`src/rtl/vx_stream_lru_arb.sv`:
```
// N-to-1 valid/ready stream arbiter: least-recently-granted matrix priority,
// packet lock on last flags, output registered through a 2-entry FIFO.
module vx_stream_lru_arb #(
    parameter int NUM_REQS     = 4,
    parameter int DATAW        = 32,
    parameter int LOG_NUM_REQS = (NUM_REQS > 1) ? $clog2(NUM_REQS) : 1
) (
    input  logic                         i_clk,
    input  logic                         i_rst_n,
    input  logic [NUM_REQS-1:0]          i_valid_in,
    input  logic [NUM_REQS*DATAW-1:0]    i_data_in,
    input  logic [NUM_REQS-1:0]          i_last_in,
    output logic [NUM_REQS-1:0]          o_ready_in,
    output logic                         o_valid_out,
    output logic [DATAW-1:0]             o_data_out,
    output logic                         o_last_out,
    output logic [LOG_NUM_REQS-1:0]      o_sel_out,
    input  logic                         i_ready_out
);

    logic [1:0]              r_count;
    logic                    r_wr_ptr;
    logic                    r_rd_ptr;
    logic [DATAW-1:0]        r_data [2];
    logic                    r_last [2];
    logic [LOG_NUM_REQS-1:0] r_sel  [2];

    logic                    w_full;
    logic                    w_push;
    logic                    w_pop;
    logic [LOG_NUM_REQS-1:0] w_idx;
    logic [NUM_REQS-1:0]     w_ready;
    logic [DATAW-1:0]        w_push_data;
    logic                    w_push_last;

    assign w_full = (r_count == 2'd2);

    generate
        if (NUM_REQS > 1) begin : g_arb
            // r_prio[i][j] = 1 means stream i currently beats stream j.
            logic [NUM_REQS-1:0]     r_prio [NUM_REQS];
            logic                    r_locked;
            logic [LOG_NUM_REQS-1:0] r_lock_idx;
            logic [NUM_REQS-1:0]     w_win;
            logic [NUM_REQS-1:0]     w_grant;

            for (genvar gi = 0; gi < NUM_REQS; gi++) begin : g_win
                assign w_win[gi] = i_valid_in[gi] &&
                    (&(r_prio[gi] | ~i_valid_in | (NUM_REQS'(1) << gi)));
            end

            assign w_grant = r_locked ? (NUM_REQS'(1) << r_lock_idx) : w_win;
            assign w_ready = w_grant & {NUM_REQS{~w_full}};

            always_comb begin
                w_idx = '0;
                for (int i = 0; i < NUM_REQS; i++) begin
                    if (w_grant[i]) begin
                        w_idx = LOG_NUM_REQS'(i);
                    end
                end
            end

            always_ff @(posedge i_clk or negedge i_rst_n) begin
                if (!i_rst_n) begin
                    r_locked   <= 1'b0;
                    r_lock_idx <= '0;
                end else if (w_push) begin
                    r_locked   <= !w_push_last;
                    r_lock_idx <= w_idx;
                end
            end

            // On a packet's final beat the winner drops below everyone else.
            always_ff @(posedge i_clk or negedge i_rst_n) begin
                if (!i_rst_n) begin
                    for (int i = 0; i < NUM_REQS; i++) begin
                        for (int j = 0; j < NUM_REQS; j++) begin
                            r_prio[i][j] <= (j > i);
                        end
                    end
                end else if (w_push && w_push_last) begin
                    for (int i = 0; i < NUM_REQS; i++) begin
                        if (LOG_NUM_REQS'(i) == w_idx) begin
                            r_prio[i] <= '0;
                        end else begin
                            r_prio[i][w_idx] <= 1'b1;
                        end
                    end
                end
            end
        end else begin : g_single
            assign w_idx   = '0;
            assign w_ready = {NUM_REQS{~w_full}};
        end
    endgenerate

    assign o_ready_in  = w_ready;
    assign w_push      = |(i_valid_in & w_ready);
    assign w_push_data = i_data_in[int'(w_idx)*DATAW +: DATAW];
    assign w_push_last = i_last_in[w_idx];
    assign w_pop       = o_valid_out && i_ready_out;

    always_ff @(posedge i_clk or negedge i_rst_n) begin
        if (!i_rst_n) begin
            r_count  <= 2'd0;
            r_wr_ptr <= 1'b0;
            r_rd_ptr <= 1'b0;
            for (int i = 0; i < 2; i++) begin
                r_data[i] <= '0;
                r_last[i] <= 1'b0;
                r_sel[i]  <= '0;
            end
        end else begin
            if (w_push) begin
                r_data[r_wr_ptr] <= w_push_data;
                r_last[r_wr_ptr] <= w_push_last;
                r_sel[r_wr_ptr]  <= w_idx;
                r_wr_ptr         <= ~r_wr_ptr;
            end
            if (w_pop) begin
                r_rd_ptr <= ~r_rd_ptr;
            end
            r_count <= r_count + 2'(w_push) - 2'(w_pop);
        end
    end

    assign o_valid_out = (r_count != 2'd0);
    assign o_data_out  = r_data[r_rd_ptr];
    assign o_last_out  = r_last[r_rd_ptr];
    assign o_sel_out   = r_sel[r_rd_ptr];

endmodule

```
`config.mk`:
```
export PLATFORM = sky130hd
export DESIGN_NAME = vx_stream_lru_arb
export DESIGN_NICKNAME = d
export VERILOG_FILES = /design/src/rtl/vx_stream_lru_arb.sv
export SDC_FILE = /design/constraint.sdc
export NUM_CORES = 1
export LEC_CHECK = 0
export ABC_CLOCK_PERIOD_IN_PS = 2660
export BUFFER_PORTS_ARGS = -buffer_cell sky130_fd_sc_hd__buf_2
export CELL_PAD_IN_SITES_DETAIL_PLACEMENT = 1
export CELL_PAD_IN_SITES_GLOBAL_PLACEMENT = 2
export CORE_AREA = 3 3 141 143
export CTS_BUF_LIST = sky130_fd_sc_hd__clkbuf_4
export DETAILED_ROUTE_END_ITERATION = 10
export DIE_AREA = 0 0 144 146
export PLACE_DENSITY = 0.85
export SLEW_MARGIN = 5
export SYNTH_ARGS = -nofsm -noshare
export SYNTH_HDL_FRONTEND = slang
export SYNTH_SLANG_ARGS = --single-unit
```
`constraint.sdc`:
```
create_clock -name i_clk -period 2.66 [get_ports i_clk]
set_clock_uncertainty 0.2 [all_clocks]
set_input_delay 0.133 -clock i_clk [delete_from_list [all_inputs] [get_ports i_clk]]
set_output_delay 0.133 -clock i_clk [all_outputs]
set_load 0.01 [all_outputs]
```
==> qor.yml, run 1 <==
syn-num-nets: 667
grt-ovfl-total: 0
initial_core_util_pct: 26.97
drt-total-wl_um: 19730
synth_edf_count: 0
grt_pass1_wl_um: 31150
outcome: "complete, no violations"
num-fill-cells: 2187
synth_flop_cell: "dfrtp_1"
p_leak_nw: 3.531
cp.required_ns: 2.83
yosysSeqAreaShare_pct: 44.30
grt_util_all_layers_pct: 18.95
nets: 963
final_common_cell: "buf_2"
hp-class: "in2reg"
drive_above_1_share_pct: 36.23
synth_warnings: 0
ir_drop_uv: 506.6
dieWidth_um: 144
synth_cell_type_count: 48
hpwl_um: 12430
cpPeakStageDelay_ns: 0.53
die_y_um: 146
clkTransAtPathRegs_ns: 0.14
slew_viol_final: 0
cts_tree: "yes"
pin_count: 179
setup_tns_ns: 0
detail-route-antenna-nets: 0
synthArstFlopShare_pct: 100.0
setup-violations-final: 0
place.gp.congestion: 0.8037
drt_first_pass_iters: 4
dieArea_um2: 21020
p_total_mw: 9.043
rows: 50
ys_ff_latch: 89
design_area_um2: 7729
worst_pin_slew_ns: 0.8013
wl_per_cell_um: 18.55
layoutNonFillerInstCount: 1064
cp_top_family: "compound AO/OA/AOI/OAI gates"
p_per_area_nw_per_um2: 1170
cts-root-buf: "clkbuf_4"
drtIter0Drc: 171
slew_headroom_pct: 46.58
syn_area_per_cell_um2: 9.573
clock-sinks: 89
yosysTopAreaCell: "dfrtp_1"
synthCells: 527
clockBufferDepth: 2
crit_type: "reg2reg"
core_um2: 18710
cp.buffers_inverters: 2
place_inst: 928
area_growth_pct: 53.20
grt_max_degree: 62
fin_util_pct: 41.32
synthTopCellsByArea: "dfrtp_1 41%, mux2_2 10%, o21ai_0 6.3%"
critPathCaptureType: "flip-flop"
clk_latency_ns: 0.47
cts.htree.levels: 3
post-route-period-util_pct: 95.11
synth_top_area_share_pct: 41.17
cp.arrival_ns: 2.69
path_max_fanout: 50
antenna_found_initial: 2
placed_cell_area_um2: 6352
grt_pass1_vias: 5921
drc: 0
cp-start-kind: "flip-flop"
seq_area_um2: 2236
dr_total_vias: 5222
mostFrequentLayoutCells: "177 x buf_2, 116 x dlygate4sd3_1, 84 x nand2_1, 82 x dfrtp_1, 64 x o21ai_0"
fmax_ghz: 0.3953
multiInputGateArea_um2: 2688
syn_area_um2: 5045
numCtsBuffers: 9
crit_chain: "nand2b_1, o41a_4, o22ai_4, buf_4, o21ai_4, buf_12, mux2_4"
viasPerCell: 4.908
timing.max_cap.violations: 0
crit_path_top_delay_cell: "o41a_4"
hold_violations: 0
period_needed_ns: 2.530
port_buffers: 178
Yosys cell counts (all sizes together), types with 4 or more instances:
library cell	instances
nand3	21
buf	10
inv	6
a21oi	34
mux2	64
nand2	84
nand2b	9
dfstp	6
nor2	9
and2	20
clkbuf	28
o21ai	73
nor2b	9
nor3	5
o22ai	5
a21boi	13
a311oi	19
dfrtp	83
xnor2	4
sequential cells by signal (all words and copies together) (netlist names), named ones only:
name and flops:
g_arb.r_prio 4, r_data 64, r_last 2, r_wr_ptr 1, r_sel 4, g_arb.r_locked 1
g_arb.r_lock_idx 2, r_count 2, r_rd_ptr 1
cell type report:
class / count / area share (%)
clock buffers: 9 / 0.8742
diodes: 2 / 0.06476
flip-flops and latches: 89 / 28.93
repair buffers: 323 / 30.05
inverters: 6 / 0.2914
well taps: 234 / 3.788
multi-input cells: 394 / 34.77
clock inverters: 7 / 1.230
repair_timing:
| item | CTS | global route |
|---|---|---|
| resized for setup | 0 | 3 |
| setup buffers | 0 | 2 |
| hold buffers | 116 | 0 |
| endpoints found under the setup margin | 0 | 35 |
| endpoints found under the hold margin | 140 | 0 |
where the power goes:
part | internal [mW] | switching [mW] | leakage, nW
Combinational | 2.57 | 3.16 | 2.37
Sequential | 2.06 | 0.379 | 1.08
Clock | 0.378 | 0.491 | 0.0758
stage by stage:
stage | setup slack [ns] | hold WS [ns]
after global placement | 0.1530 | 0.07185
final | 0.1301 | 0.05507
after floorplan | 0.1566 | -0.3626
after CTS | 0.09007 | 0.005263
after global routing | -0.008959 | 0.03661
after detailed placement | 0.1059 | 0.08018
path summary, 6_finish.rpt:
| kind | slack [ns] | depth (start not counted) | from | endpoint |
|---|---|---|---|---|
| min | 0.06 | 4 | i_data_in[67] | r_data[35] |
| min in group asynchronous | 0.09 | 2 | i_rst_n | r_data[33] |
| max reg2reg | 0.13 | 7 | g_arb.r_locked | r_data[10] |
| max in group asynchronous | 1.38 | 3 | i_rst_n | r_data[18] |
| max | 0.13 | 7 | g_arb.r_locked | r_data[10] |
| min reg2reg | 0.29 | 2 | r_last[1] | r_last[1] |
worst register-to-register path, cell delays in order, from the launching register on:
cell,delay [ns]
dfrtp_1,0.48
nand2b_1,0.24
o41a_4,0.53
o22ai_4,0.16
buf_4,0.20
o21ai_4,0.07
buf_12,0.19
mux2_4,0.37
metal layers:
| metal | wire length, um | GRT usage [%] | vias to the layer above |
|---|---|---|---|
| met5 | 0 | 0 | - |
| met4 | 650 | 8.145 | 0 |
| met3 | 859 | 4.765 | 53 |
| met2 | 10280 | 33.26 | 148 |
| met1 | 7940 | 21.52 | 2550 |
| li1 | - | - | 2471 |
logic make-up (layout without fill, tap and decap cells):
| kind of cell | count (synthesis) | count (layout) | synth area share (%) |
|---|---|---|---|
| compound gates | 162 | 162 | 20.73 |
| simple gates | 162 | 162 | 15.23 |
| flops | 89 | 89 | 44.30 |
| mux | 64 | 64 | 14.88 |
| buf+inv | 44 | 345 | 3.745 |
| xor+xnor | 5 | 5 | 0.8680 |
| fa+ha+maj | 1 | 1 | 0.2480 |
| other cells | 0 | 2 | 0 |
(Power assumes the default switching activity.)
==> run 2, diff against run 1 <==
--- a/config.mk
+++ b/config.mk
@@ -9,10 +9,10 @@
 export BUFFER_PORTS_ARGS = -buffer_cell sky130_fd_sc_hd__buf_2
 export CELL_PAD_IN_SITES_DETAIL_PLACEMENT = 1
 export CELL_PAD_IN_SITES_GLOBAL_PLACEMENT = 2
-export CORE_AREA = 3 3 141 143
+export CORE_AREA = 2 2 140 142
 export CTS_BUF_LIST = sky130_fd_sc_hd__clkbuf_4
 export DETAILED_ROUTE_END_ITERATION = 10
-export DIE_AREA = 0 0 144 146
+export DIE_AREA = 0 0 142 144
 export PLACE_DENSITY = 0.85
 export SLEW_MARGIN = 5
 export SYNTH_ARGS = -nofsm -noshare
==> qor.yml, run 2 (same netlist as run 1, synthesis figures left out) <==
fmax_ghz: 0.3946  # -0.17%
nets: 965  # +0.21%
num-fill-cells: 2208  # +0.96%
area_growth_pct: 55.21
regMostFlops: "r_data"
reg2reg_from: "g_arb.r_locked"
top_regs: "r_data: 64 flops, g_arb.r_prio: 4 flops, r_sel: 4 flops"
detail-route-antenna-nets: 0  # unchanged
setup_tns_ns: 0  # unchanged
cp.arrival_ns: 2.70  # about the same
rows: 51  # +2.0%
post-route-period-util_pct: 95.27  # +0.16 points
die_y_um: 144  # -1.4%
cts.htree.levels: 3  # unchanged
drt-total-wl_um: 21060  # +6.7%
period_needed_ns: 2.534  # +0.004306 ns
hold_ws_ns: 0.02895  # -0.02612 ns
core_um2: 19080  # +2.0%
seq_area_um2: 2237  # about the same
p_total_mw: 9.359  # +3.5%
cts_tree: "yes"
grt_max_degree: 51  # -18%
timing.max_cap.violations: 0  # unchanged
grt-ovfl-total: 0  # unchanged
drive_above_1_share_pct: 36.27  # about the same
dieWidth_um: 142  # -1.4%
antenna_found_initial: 5  # +3
hpwl_um: 12670  # +2.0%
cp-start-kind: "flip-flop"
grt_util_all_layers_pct: 20.06  # +1.1 points
cp.required_ns: 2.82  # about the same
grt_pass1_vias: 6000  # +1.3%
clkTransAtPathRegs_ns: 0.15  # about the same
port_buffers: 178  # unchanged
slew_headroom_pct: 54.68  # +8.1 points
setup-violations-final: 0  # unchanged
clockBufferDepth: 2  # unchanged
place.gp.congestion: 0.8099  # +0.77%
pre_cts_slack_ns: -0.02854  # -0.1344 ns
p_leak_nw: 3.575  # +1.3%
slew_viol_final: 0  # unchanged
drc: 0  # unchanged
final_common_cell: "buf_2"
hold_violations: 0  # unchanged
ir_drop_uv: 503.9  # -0.54%
wl_per_cell_um: 19.59  # +5.6%
cts-root-buf: "clkbuf_4"
grt_pass1_wl_um: 31490  # +1.1%
clock-sinks: 89  # unchanged
p_per_area_nw_per_um2: 1195  # +2.2%
dr_total_vias: 5426  # +3.9%
outcome: "complete, no violations"
layoutNonFillerInstCount: 1075  # +1.0%
drt_first_pass_iters: 4  # unchanged
largest_reg_flops: 64  # unchanged
hp-class: "in2async"
fin_ws_ns: 0.1258  # -0.004306 ns
initial_core_util_pct: 26.44  # -0.53 points
critPathCaptureType: "flip-flop"
path_max_fanout: 19  # -62%
pin_count: 179  # unchanged
clk_latency_ns: 0.47  # about the same
numCtsBuffers: 9  # unchanged
viasPerCell: 5.047  # +2.8%
crit_type: "reg2reg"
multiInputGateArea_um2: 2673  # -0.56%
crit_path_start: "g_arb.r_locked"
worst_pin_slew_ns: 0.6798  # -0.1215 ns
mostFrequentLayoutCells: "177 x buf_2, 116 x dlygate4sd3_1, 84 x nand2_1, 81 x dfrtp_1, 64 x o21ai_0"
dieArea_um2: 20450  # -2.7%
drtIter0Drc: 282  # +65%
place_inst: 933  # +0.54%
run 2: changes by cell type in the layout (fill, tap and decap cells not counted), moves of 2 or more:
cell        previous run  this run
clkinvlp_4             3         1
diode_2                2         7
buf_12                 4         9
buf_4                 26        21
run 2: layout make-up:
class	count	share of cell area (%)
Inverter	6	0.2876
Clock buffer	9	0.8629
Tap cell	238	3.803
Clock inverter	7	1.198
Sequential cell	89	28.57
Multi-Input combinational cell	394	34.13
Timing Repair Buffer	325	30.92
Antenna cell	7	0.2237
run 2: per-stage QoR:
step,cell area (um^2),util [%]
3_5_place_dp,6427,33.69
4_1_cts,7752,40.63
6_report,7830,41.04
5_1_grt,7825,41.01
2_1_floorplan,5045,-
3_3_place_gp,6427,33.69
run 2: layer usage:
layer | global-route usage (%) | part of all wire, % | routed length, um
met2 | 35.34 | 52 | 10900
met3 | 4.669 | 4.0 | 845
met5 | 0 | 0 | 0
met1 | 22.80 | 40 | 8501
met4 | 10.11 | 3.8 | 808
run 2: where the power goes:
| part | total [mW] | leakage [nW] | internal, mW | switching (mW) |
|---|---|---|---|---|
| Sequential | 2.50 | 1.08 | 2.06 | 0.441 |
| Clock | 0.875 | 0.0840 | 0.381 | 0.494 |
| Combinational | 5.99 | 2.41 | 2.70 | 3.29 |
| Total | 9.36 | 3.57 | 5.14 | 4.22 |
run 2: timing repair:
action	in CTS	in global routing
hold endpoints to repair	166	1
hold buffers	115	1
gates cloned	0	1
endpoints found under the setup margin	11	64
setup buffers	0	2
pin swaps	0	1
gates resized for setup	3	3
run 2: worst max-delay path, stage by stage (launching register included):
cell	delay [ns]
dfrtp_2	0.48
buf_4	0.15
and3b_1	0.19
a41oi_4	0.22
buf_12	0.18
o22ai_2	0.12
buf_4	0.18
o21ai_4	0.18
buf_12	0.19
mux2_2	0.35
run 2: path summary, 6_finish.rpt:
path	depth (start not counted)	slack, ns	endpoint
setup / recovery	9	0.13	r_data[3]
hold / removal	2	0.03	g_arb.r_lock_idx[1]
setup reg to reg	9	0.13	r_data[3]
hold reg to reg	2	0.28	flip-flop
max in group asynchronous	3	1.57	r_data[62]
min in group i_clk	4	0.03	r_data[1]
